==> config.mk <==
export PLATFORM = sky130hd
export DESIGN_NAME = fetch_stage
export DESIGN_NICKNAME = d
export VERILOG_FILES = /design/src/rtl/core_pkg.sv /design/src/rtl/fetch_pc_reg.sv /design/src/rtl/fetch_stage.sv
export SDC_FILE = /design/constraint.sdc
export NUM_CORES = 1
export LEC_CHECK = 0
export BUFFER_PORTS_ARGS = -buffer_cell sky130_fd_sc_hd__buf_4
export CORE_MARGIN = 10
export CORE_UTILIZATION = 47
export DETAILED_ROUTE_END_ITERATION = 16
export HOLD_SLACK_MARGIN = 0.1
export PLACE_DENSITY = 0.76
export SYNTH_ARGS = -nofsm -noshare
export SYNTH_HDL_FRONTEND = slang
export SYNTH_HIERARCHICAL = 1
export SYNTH_SLANG_ARGS = --single-unit
==> constraint.sdc <==
create_clock -name clk -period 5 [get_ports clk]
set_clock_uncertainty 0.05 [all_clocks]
set_input_delay 1 -clock clk [delete_from_list [all_inputs] [get_ports clk]]
set_output_delay 1 -clock clk [all_outputs]
set_load 0.02 [all_outputs]
==> src/rtl/core_pkg.sv <==
// Shared RV32I core definitions: fetch constants, the F/D pipeline record
// and the next-PC selection encoding used by fetch and the hazard unit.
package core_pkg;

    localparam int          XLEN         = 32;
    localparam logic [31:0] RESET_VECTOR = 32'hBFC00000;
    localparam logic [31:0] NOP_INSTR    = 32'h00000013;

    typedef struct packed {
        logic [31:0]     instr;
        logic [XLEN-1:0] pc;
        logic [XLEN-1:0] pcPlus4;
        logic            valid;
        logic            misalign;
    } fd_reg_t;

    typedef enum logic [1:0] {
        NPC_SEQ      = 2'd0,
        NPC_HOLD     = 2'd1,
        NPC_REDIRECT = 2'd2
    } npc_sel_e;

    // A resolved branch/jump must never be lost to a load-use stall.
    function automatic npc_sel_e npc_select(input logic pcsrc, input logic stall);
        npc_sel_e sel;
        if (pcsrc) begin
            sel = NPC_REDIRECT;
        end else if (stall) begin
            sel = NPC_HOLD;
        end else begin
            sel = NPC_SEQ;
        end
        return sel;
    endfunction

endpackage

==> src/rtl/fetch_pc_reg.sv <==
// PC register with next-PC mux and the pending misaligned-redirect flag that
// rides along until the first redirected instruction enters Decode.
module fetch_pc_reg
    import core_pkg::*;
#(
    parameter int          XLEN         = core_pkg::XLEN,
    parameter logic [31:0] RESET_VECTOR = core_pkg::RESET_VECTOR
) (
    input  logic            clk,
    input  logic            rst,
    input  logic            stallF,
    input  logic            stallD,
    input  logic            flushD,
    input  logic            pcSrcE,
    input  logic [XLEN-1:0] pcTargetE,
    output logic [XLEN-1:0] pcF,
    output logic [XLEN-1:0] pcPlus4F,
    output logic            misalignPend
);

    logic [XLEN-1:0] pc_r;
    logic [XLEN-1:0] pc_next_s;
    logic            pend_r;
    logic            pend_next_s;

    assign pcF          = pc_r;
    assign pcPlus4F     = pc_r + XLEN'(32'd4);
    assign misalignPend = pend_r;

    // Next-PC selection and pending misalign flag update.
    always_comb begin
        pc_next_s   = pc_r;
        pend_next_s = pend_r;
        case (npc_select(pcSrcE, stallF))
            NPC_REDIRECT: pc_next_s = {pcTargetE[XLEN-1:2], 2'b00};
            NPC_HOLD:     pc_next_s = pc_r;
            NPC_SEQ:      pc_next_s = pcPlus4F;
            default:      pc_next_s = pc_r;
        endcase
        // The flag is consumed by the D load (or dropped by a flush) of the
        // redirected slot; a fresh redirect always re-arms it.
        if (pcSrcE) begin
            pend_next_s = |pcTargetE[1:0];
        end else if (flushD || !stallD) begin
            pend_next_s = 1'b0;
        end else begin
            pend_next_s = pend_r;
        end
    end

    // PC and pending-flag state.
    always_ff @(posedge clk or posedge rst) begin
        if (rst) begin
            pc_r   <= XLEN'(RESET_VECTOR);
            pend_r <= 1'b0;
        end else begin
            pc_r   <= pc_next_s;
            pend_r <= pend_next_s;
        end
    end

endmodule

==> src/rtl/fetch_stage.sv <==
// RV32I instruction-fetch stage: PC generation, F/D pipeline register and
// fetch/redirect performance counters.
module fetch_stage
    import core_pkg::*;
#(
    parameter int          XLEN         = core_pkg::XLEN,
    parameter logic [31:0] RESET_VECTOR = core_pkg::RESET_VECTOR,
    parameter logic [31:0] NOP_INSTR    = core_pkg::NOP_INSTR
) (
    input  logic            clk,
    input  logic            rst,
    input  logic            stallF,
    input  logic            stallD,
    input  logic            flushD,
    input  logic            pcSrcE,
    input  logic [XLEN-1:0] pcTargetE,
    output logic [XLEN-1:0] pcF,
    input  logic [31:0]     instrF,
    output logic [31:0]     instrD,
    output logic [XLEN-1:0] pcD,
    output logic [XLEN-1:0] pcPlus4D,
    output logic            validD,
    output logic            misalignD,
    output logic [31:0]     fetchCount,
    output logic [31:0]     redirectCount
);

    logic [XLEN-1:0] pc_plus4_s;
    logic            pend_s;
    logic            load_s;
    fd_reg_t         fd_r;
    fd_reg_t         fd_next_s;
    fd_reg_t         bubble_s;
    logic [31:0]     fetch_cnt_r;
    logic [31:0]     redir_cnt_r;

    fetch_pc_reg #(
        .XLEN         (XLEN),
        .RESET_VECTOR (RESET_VECTOR)
    ) u_pc (
        .clk          (clk),
        .rst          (rst),
        .stallF       (stallF),
        .stallD       (stallD),
        .flushD       (flushD),
        .pcSrcE       (pcSrcE),
        .pcTargetE    (pcTargetE),
        .pcF          (pcF),
        .pcPlus4F     (pc_plus4_s),
        .misalignPend (pend_s)
    );

    assign load_s   = !flushD && !stallD;
    assign bubble_s = '{instr: NOP_INSTR, pc: '0, pcPlus4: '0, valid: 1'b0, misalign: 1'b0};

    // F/D register next state: flush beats stall beats load.
    always_comb begin
        fd_next_s = fd_r;
        if (flushD) begin
            fd_next_s = bubble_s;
        end else if (stallD) begin
            fd_next_s = fd_r;
        end else begin
            fd_next_s = '{instr: instrF, pc: pcF, pcPlus4: pc_plus4_s,
                          valid: 1'b1, misalign: pend_s};
        end
    end

    // F/D pipeline register.
    always_ff @(posedge clk or posedge rst) begin
        if (rst) begin
            fd_r <= bubble_s;
        end else begin
            fd_r <= fd_next_s;
        end
    end

    // Performance counters, free-running with silent wrap.
    always_ff @(posedge clk or posedge rst) begin
        if (rst) begin
            fetch_cnt_r <= 32'd0;
            redir_cnt_r <= 32'd0;
        end else begin
            fetch_cnt_r <= fetch_cnt_r + (load_s ? 32'd1 : 32'd0);
            redir_cnt_r <= redir_cnt_r + (pcSrcE ? 32'd1 : 32'd0);
        end
    end

    assign instrD        = fd_r.instr;
    assign pcD           = fd_r.pc;
    assign pcPlus4D      = fd_r.pcPlus4;
    assign validD        = fd_r.valid;
    assign misalignD     = fd_r.misalign;
    assign fetchCount    = fetch_cnt_r;
    assign redirectCount = redir_cnt_r;

endmodule

Word-level counts from Yosys, hierarchy flattened --
Index checks and enable logic that the tools add are counted. W data, S select, Z words.
Cells by class: add/sub/neg operators 3, eq/ne operators 2, mux-type cells 9, reductions and logical operators 8
Operators by type and width (count):
- $mux W98 | 2
- $add A32 B1 Y32 | 2
- $pmux W32 S2 | 1
- $add A32 B3 Y32 const B | 1
- $mux W1 | 5
- $reduce_bool A2 Y1 | 2
- $eq A2 B2 Y1 const B | 1
- $logic_not A1 Y1 | 2
- $logic_not A2 Y1 | 1
- $mux W2 | 1
- $ne A2 B1 Y1 const B | 1
- $reduce_or A2 Y1 | 1
- $logic_and A1 B1 Y1 | 1
- $logic_or A1 B1 Y1 | 1
Storage, ports and cells: register bits 195, input port bits 70, logic and storage cells 31

Longest topological paths before layout --
Gate-level depths: netlist of run 1.
depth in word-level cells 4, mapped depth 11, mapped depth without buffers 7

By module --
The synthesis of run 1 kept the hierarchy.
Modules (own cells, without submodules):
- fetch_stage | instances 1, cells each 567, area each 6794.0 um^2, sequential area each 4057.6 um^2
- fetch_pc_reg | instances 1, cells each 292, area each 2366.0 um^2, sequential area each 787.0 um^2

Least setup slack after synthesis of run 1 --
OpenSTA, ideal clock, no wires.
path kind input -> register, start in flushD, end reg fetch_cnt_r[28] (netlist: fetchCount[28]), library setup time 0.080 ns, arrival time 3.156 ns, data required time 4.870 ns, path slack 1.715 ns, stages on the path 11, path buffers 4, cells stage by stage clkbuf_1 > clkbuf_1 > buf_1 > nor2_1 > ha_1 > ha_1 > inv_1 > or3_1 > buf_2 > nor4_2 > xor2_1
On the way: cells in the longest elaborated chain, start to end 4
Ends and longest elaborated chain:
- from (decl) | RTL line fetch_stage.sv:14 | input logic flushD,
- $logic_not A1 Y1 | RTL line fetch_stage.sv:53 | assign load_s = !flushD && !stallD;
- $logic_and A1 B1 Y1 | RTL line fetch_stage.sv:53
- $mux W1 | RTL line fetch_stage.sv:84 | fetch_cnt_r <= fetch_cnt_r + (load_s ? 32'd1 : 32'd0);
- $add A32 B1 Y32 | RTL line fetch_stage.sv:84
- to (signal assigned) | RTL line fetch_stage.sv:84
- to (decl) | RTL line fetch_stage.sv:34 | logic [31:0] fetch_cnt_r;
Every way passes these cells. A chain may end at the register's enable or synchronous reset.

Worst setup path in the final report of run 1 --
start in stallD, end reg fetch_cnt_r[28] (netlist: fetchCount[28])
On the way: cells in the longest elaborated chain, start to end 4
Ends and longest elaborated chain:
- from (decl) | RTL line fetch_stage.sv:13 | input logic stallD,
- $logic_not A1 Y1 | RTL line fetch_stage.sv:53
- $logic_and A1 B1 Y1 | RTL line fetch_stage.sv:53
- $mux W1 | RTL line fetch_stage.sv:84
- $add A32 B1 Y32 | RTL line fetch_stage.sv:84
Every way passes these cells.

==> reports/qor.yml, run 1 <==
run_status:
  outcome: "finished, final reports clean"
timing:
  fmax_ghz: 0.354
  tightest_slew_ns: 1.10
  finalSetupViolations: 0
  rsz0062_at_grt: "false"
  period_minus_slack_ns: 2.82
  drv_slew: 0
  max_slew_margin_pct: 25.7
  tns_ns: 0
  holdWs_ns: 0.425
  layout_setup_ws_ns: 2.18
  hold_viol: 0
  fin_crit_sh_pct: 56.5
clock_network:
  cts_root_buf: "clkbuf_16"
  cts.sinks: 193
  clk_latency_ns: 0.42
  cts_setup_buffers: 0
  post_cts_resized: 0
  h-tree-depth: 4
  clock_path_buffers: 2
  cts_tree: "done"
  path_clk_slew_ns: 0.08
  postCtsHoldBufs: 0
  numCtsBuffers: 17
place:
  place_congestion: 0.833
  dp.cells: 1340
  dp_slack_ns: 1.76
  port_buffers: 261
  dp_hpwl_um: 18600
finish:
  drive_gt1_share_pct: 29.4
  post-route-util_pct: 61.5
  fin_cells: 1372
  fillCellCount: 1641
  nNetsFinal: 1170
  num_antenna_cells: 0
  area_growth_pct: 29.8
global_route:
  grtUsageTotal_pct: 19.7
  grt_max_degree: 122
  grt_pass1_vias: 7015
  antenna_found_initial: 0
  overflow: 0
  grt_pass1_wl_um: 40900
min_path:
  hold_end: "redirectCount[31]"
  hold_depth: 1
  hp-start: "redirectCount[31]"
  worstHoldPathType: "reg2reg"
synth:
  synth_mux_area_share_pct: 10.4
  synthSimpleGateAreaFrac_pct: 19.5
  synth_edf_count: 0
  syn_inst: 859
  synth-warning-count: 6
  synth_top_area_cell: "dfrtp_1"
  avgSynthCellArea_sq_um: 10.7
  synth-async-reset-ratio_pct: 100
  syn-cell-area_sq_mm: 0.00916
  synth_fa_ha_area_share_pct: 0.820
  synthXorXnorAreaFrac_pct: 9.47
  synth_top_family_by_area: "simple AND/OR/NAND/NOR gates"
  synth_compound_area_share_pct: 3.63
  yosys-top-cells-area: "dfrtp_1, mux2i_1, xnor2_1"
  synth_seq_area_share_pct: 52.9
  synth_top_area_share_pct: 49.4
  synth_cell_types: 48
  ys_seq_elements: 193
  synthFlopType: "dfrtp_1"
power:
  powerDensity_mw_per_mm2: 340
  peakVddDrop_mv: 0.293
  power_leakage_nw: 5.88
critical_path:
  worst-setup-path-type: "in2reg"
  cp_data_required_time_ns: 5.30
  cp_max_fo: 52
  r2r_start: "u_pc/pcF[2]"
  start_kind: "input pin"
  worst_r2r_endpoint: "u_pc/pcF[18]"
  critPathCaptureType: "flip-flop"
  critPathArrivalTime_ns: 3.13
  startpoint: "stallD"
  r2r_cells: 5
  ff2ff_setup_slack_ns: 2.20
routing:
  drc_errors: 0
  ant_nets: 0
  drtIter0Drc: 491
  routed_wirelength_um: 25800
  drt-wirelength-per-cell_um: 18.8
  via_count: 7211
  dr.pass1.iters: 5
  avgViaCountPerCell: 5.26
floorplanning:
  initial_core_util_pct: 47.4
  pin_count: 264
  rows: 51
  die_width_um: 160
  coreArea_sq_mm: 0.0193
  die_area_sq_mm: 0.0255
  die_y_um: 160
flow_run:
  max_cap_violations: 0
where the power goes:
| part | internal (W) | switching, W |
|---|---|---|
| registers | 0.00170 | 0.000166 |
| logic | 0.000332 | 0.000436 |
| clock network | 0.000770 | 0.000634 |
cells in the mapped netlist, types with 4 or more instances:
master and instances:
o21ai_0 16, a211o_1 5, inv_1 16, nor4_2 6
and4_1 9, buf_4 5, dfstp_2 12, and2_1 5
nand4_1 36, mux2i_1 95, and3_1 17, o31ai_1 7
a31oi_1 12, clkbuf_1 24, nor2_1 126, nand2_1 49
nand3_1 47, nor4_1 4, or4_1 10, buf_1 6
xor2_1 24, dfrtp_1 181, nor2b_1 4, xnor2_1 75
ha_1 6, buf_2 17, nor3_1 14
worst max-delay path, cell delays in order:
cell and delay, ns:
buf_6 0.25, nor2_1 0.22, ha_1 0.26, ha_1 0.29, inv_1 0.08, or3_1 0.51, nor4_2 0.33, xor2_1 0.16
layout by cell type (no fill, tap or decap), types with 17 or more instances in the layout:
cell         n
and3_1      17
nand4_1     36
nor2_1     126
mux2i_1     95
xnor2_1     75
clkbuf_16   17
buf_4      263
dfrtp_1    181
nand2_1     49
nand3_1     47
xor2_1      24
per-stage QoR:
step           area, sq um  power (W)
2_1_floorplan         9180    0.00230
3_3_place_gp         11300    0.00265
3_5_place_dp         11300    0.00267
4_1_cts              11900    0.00408
5_1_grt              11900    0.00424
6_report             11900    0.00404
state kept, by name, summed over array words and instances, names as in the netlist:
| signal | flops |
|---|---|
| misalignD | 1 |
| redirectCount | 32 |
| u_pc/misalignPend | 1 |
| instrD | 32 |
| pcD | 32 |
| validD | 1 |
| pcPlus4D | 32 |
| u_pc/pcF | 30 |
| fetchCount | 32 |
cells by family after synthesis:
group	Yosys count
AOI/OAI and AO/OA	51
other	1
buffers and inverters	69
adders and majority gates	6
xor gates and xnor gates	99
and+or+nand+nor	345
muxes	95
DFF	193
layout make-up:
class | count | area [sq um] | area share, %
Clock buffer | 18 | 439 | 3.69
Clock inverter | 14 | 170 | 1.43
Inverter | 17 | 67.6 | 0.568
Multi-Input combinational cell | 600 | 4030 | 33.9
Sequential cell | 193 | 4840 | 40.8
Tap cell | 265 | 332 | 2.79
Timing Repair Buffer | 265 | 2010 | 16.9
per-layer routing:
layer | track usage, % | vias up | wire (um)
met5 | 0 | - | 0
met3 | 6.36 | 15 | 1850
met1 | 26.2 | 3530 | 11300
met2 | 30.6 | 229 | 12300
met4 | 4.80 | 0 | 318
li1 | - | 3437 | -
how the worst max path moves through the flow:
stage / end / slack [ns]
final: fetchCount[28] / 2.18
after global routing: pcPlus4D[20] / 1.96
after CTS: fetchCount[28] / 2.20
after detailed placement: fetchCount[28] / 1.76
after global placement: fetchCount[28] / 1.84
after floorplan: fetchCount[28] / 1.71
(Power assumes the default switching activity.)
==> run 2, diff against run 1 <==
CORE_UTILIZATION = 52   (was 47)
PLACE_DENSITY = 0.8   (was 0.76)
clock period = 2.72 ns   (was 5 ns; I/O delays follow)
==> run 2 against run 1 <==
Net effect: setup slack got worse by 1.9 ns; hold slack worse by 0.23 ns; cell area up 0.59%; power increased by 84%; utilization rose by 7.6 points; largest power group unchanged; clock power rose by 82%; highest routed layer unchanged; critical path type is now reg2reg; sequential power is 84% higher.
==> reports/qor.yml, run 2 (synthesis results as in run 1) <==
clock_network:
  numCtsBuffers: 17  # unchanged
  path_clk_slew_ns: 0.07  # about the same
  cts_root_buf: "clkbuf_16"
  cts_tree: "done"
  cts.sinks: 193  # unchanged
  postCtsHoldBufs: 0  # unchanged
  h-tree-depth: 4  # unchanged
  clk_latency_ns: 0.43  # about the same
  clock_path_buffers: 2  # unchanged
  post_cts_resized: 0  # unchanged
  cts_setup_buffers: 0  # unchanged
timing:
  max_slew_margin_pct: 48.6  # +23 points
  tns_ns: 0  # unchanged
  hold_viol: 0  # unchanged
  holdWs_ns: 0.193  # -0.232 ns
  fmax_ghz: 0.408
  rsz0062_at_grt: "false"
  drv_slew: 0  # unchanged
  fin_crit_sh_pct: 90.1
  finalSetupViolations: 0  # unchanged
  period_minus_slack_ns: 2.45
  tightest_slew_ns: 0.772  # -0.333 ns
floorplanning:
  die_width_um: 153  # -4.3%
  die_area_sq_mm: 0.0233  # -8.4%
  pin_count: 264  # unchanged
  die_y_um: 153  # -4.3%
  coreArea_sq_mm: 0.0173  # -11%
  rows: 48  # -5.9%
  initial_core_util_pct: 53.0  # +5.6 points
critical_path:
  r2r_cells: 6  # +1
  cp_max_fo: 10  # -81%
  path_cells: "nand4_4 > or4_1 > or4_1 > xnor2_1 > mux2i_1 > nor2_1"
  critPathBufInv: 0  # -2
  critPathTopFamily: "simple AND/OR/NAND/NOR gates"
  startpoint: "u_pc/pcF[15]"
  worst_path_most_repeated_cell: "or4_1"
  worst_r2r_endpoint: "pcPlus4D[27]"
  critical-path-slowest-cell: "or4_1"
  critPathArrivalTime_ns: 2.69  # -0.44 ns
  worst-setup-path-type: "reg2reg"
  max_stage_delay_ns: 0.67  # +0.16 ns
  crit_cells: 6  # -2
  crit_path_end: "pcPlus4D[27]"
  start_kind: "flip-flop"
  critPathCaptureType: "flip-flop"
  ff2ff_setup_slack_ns: 0.27  # -1.93 ns
  cp_data_required_time_ns: 2.96  # -2.34 ns
  r2r_start: "u_pc/pcF[15]"
place:
  port_buffers: 261  # unchanged
  place_congestion: 0.850  # +2.1%
  dp_hpwl_um: 19000  # +2.2%
power:
  power_leakage_nw: 5.95  # +1.1%
  peakVddDrop_mv: 0.601  # +100%
  powerDensity_mw_per_mm2: 621  # +83%
routing:
  avgViaCountPerCell: 5.54  # +5.5%
  via_count: 7471  # +3.6%
  drc_errors: 0  # unchanged
  drtIter0Drc: 471  # -4.1%
  drt-wirelength-per-cell_um: 19.6  # +4.3%
  routed_wirelength_um: 26400  # +2.5%
  dr.pass1.iters: 5  # unchanged
  ant_nets: 0  # unchanged
min_path:
  worstHoldPathType: "in2async"
finish:
  layout_commonest_cell: "buf_4"
  drive_gt1_share_pct: 30.5  # +1.0 points
  area_growth_pct: 30.5
  nNetsFinal: 1185  # +1.3%
  mostFrequentLayoutCells: "buf_4, dfrtp_1, nor2_1, mux2i_1, xnor2_1"
global_route:
  overflow: 0  # unchanged
  grt_pass1_vias: 7469  # +6.5%
  grtUsageTotal_pct: 21.9  # +2.1 points
  antenna_found_initial: 1  # +1
  grt_pass1_wl_um: 41700  # +2.0%
  grt_max_degree: 123  # +0.82%
flow_run:
  max_cap_violations: 0  # unchanged
run_status:
  outcome: "finished, final reports clean"
-- run 2: cell types whose count changed in the layout (fill, tap and decap cells not counted), sizes merged --
cell	before	now
clkbuf	18	20
diode	0	1
clkinvlp	2	3
buf	265	280
clkinv	6	3
-- run 2: metrics by stage --
step           worst slack [ns]  instance area (sq um)  util, %  cells  power, W
2_1_floorplan            0.0186                   9190        -    862   0.00424
3_3_place_gp              0.257                  11400     65.7   1315   0.00489
3_5_place_dp              0.223                  11400     65.7   1315   0.00493
4_1_cts                   0.296                  12000     69.1   1347   0.00748
5_1_grt                   0.145                  12000     69.1   1348   0.00774
6_report                  0.269                  12000     69.1   1348   0.00742
-- run 2: tightest hold or removal path: stages --
cell and delay, ns:
buf_4 0.12, inv_1 0.05, buf_4 0.38
-- run 2: worst min-delay path by stage --
| stage | from | endpoint | slack [ns] | cells after the start |
|---|---|---|---|---|
| CTS | rst | u_pc/pcF[6] | 0.20 | 3 |
| detailed placement | fetchCount[30] | fetchCount[30] | 0.43 | 1 |
| global route | rst | u_pc/misalignPend | 0.22 | 3 |
| global placement | fetchCount[31] | fetchCount[31] | 0.41 | 1 |
| finish | rst | u_pc/misalignPend | 0.19 | 3 |
| floorplan | u_pc/misalignPend | misalignD | 0.44 | 2 |
-- run 2: per-layer routing --
metal  part of all wire (%)  track usage, %  vias to the layer above
li1                       -               -                     3475
met1                     43            27.9                     3709
met2                     49            35.6                      256
met3                    6.0            5.19                       31
met4                    2.3            7.54                        0
met5                      0               0                        -
-- run 2: area by class of cell --
cell class | count | area [sq um]
antenna | 1 | 2.50
clock buffer | 20 | 447
clock inverter | 12 | 148
fill | 1364 | 5340
inverter | 17 | 67.6
multi-input combinational | 600 | 4040
sequential | 193 | 4840
tap | 225 | 282
timing repair buffer | 280 | 2130
-- run 2: where the power goes --
group          switching (W)  internal [W]  total (W)  leakage, nW
sequential          0.000296       0.00312    0.00342         2.51
combinational       0.000828      0.000625    0.00145         3.15
clock                0.00115       0.00140    0.00255        0.284
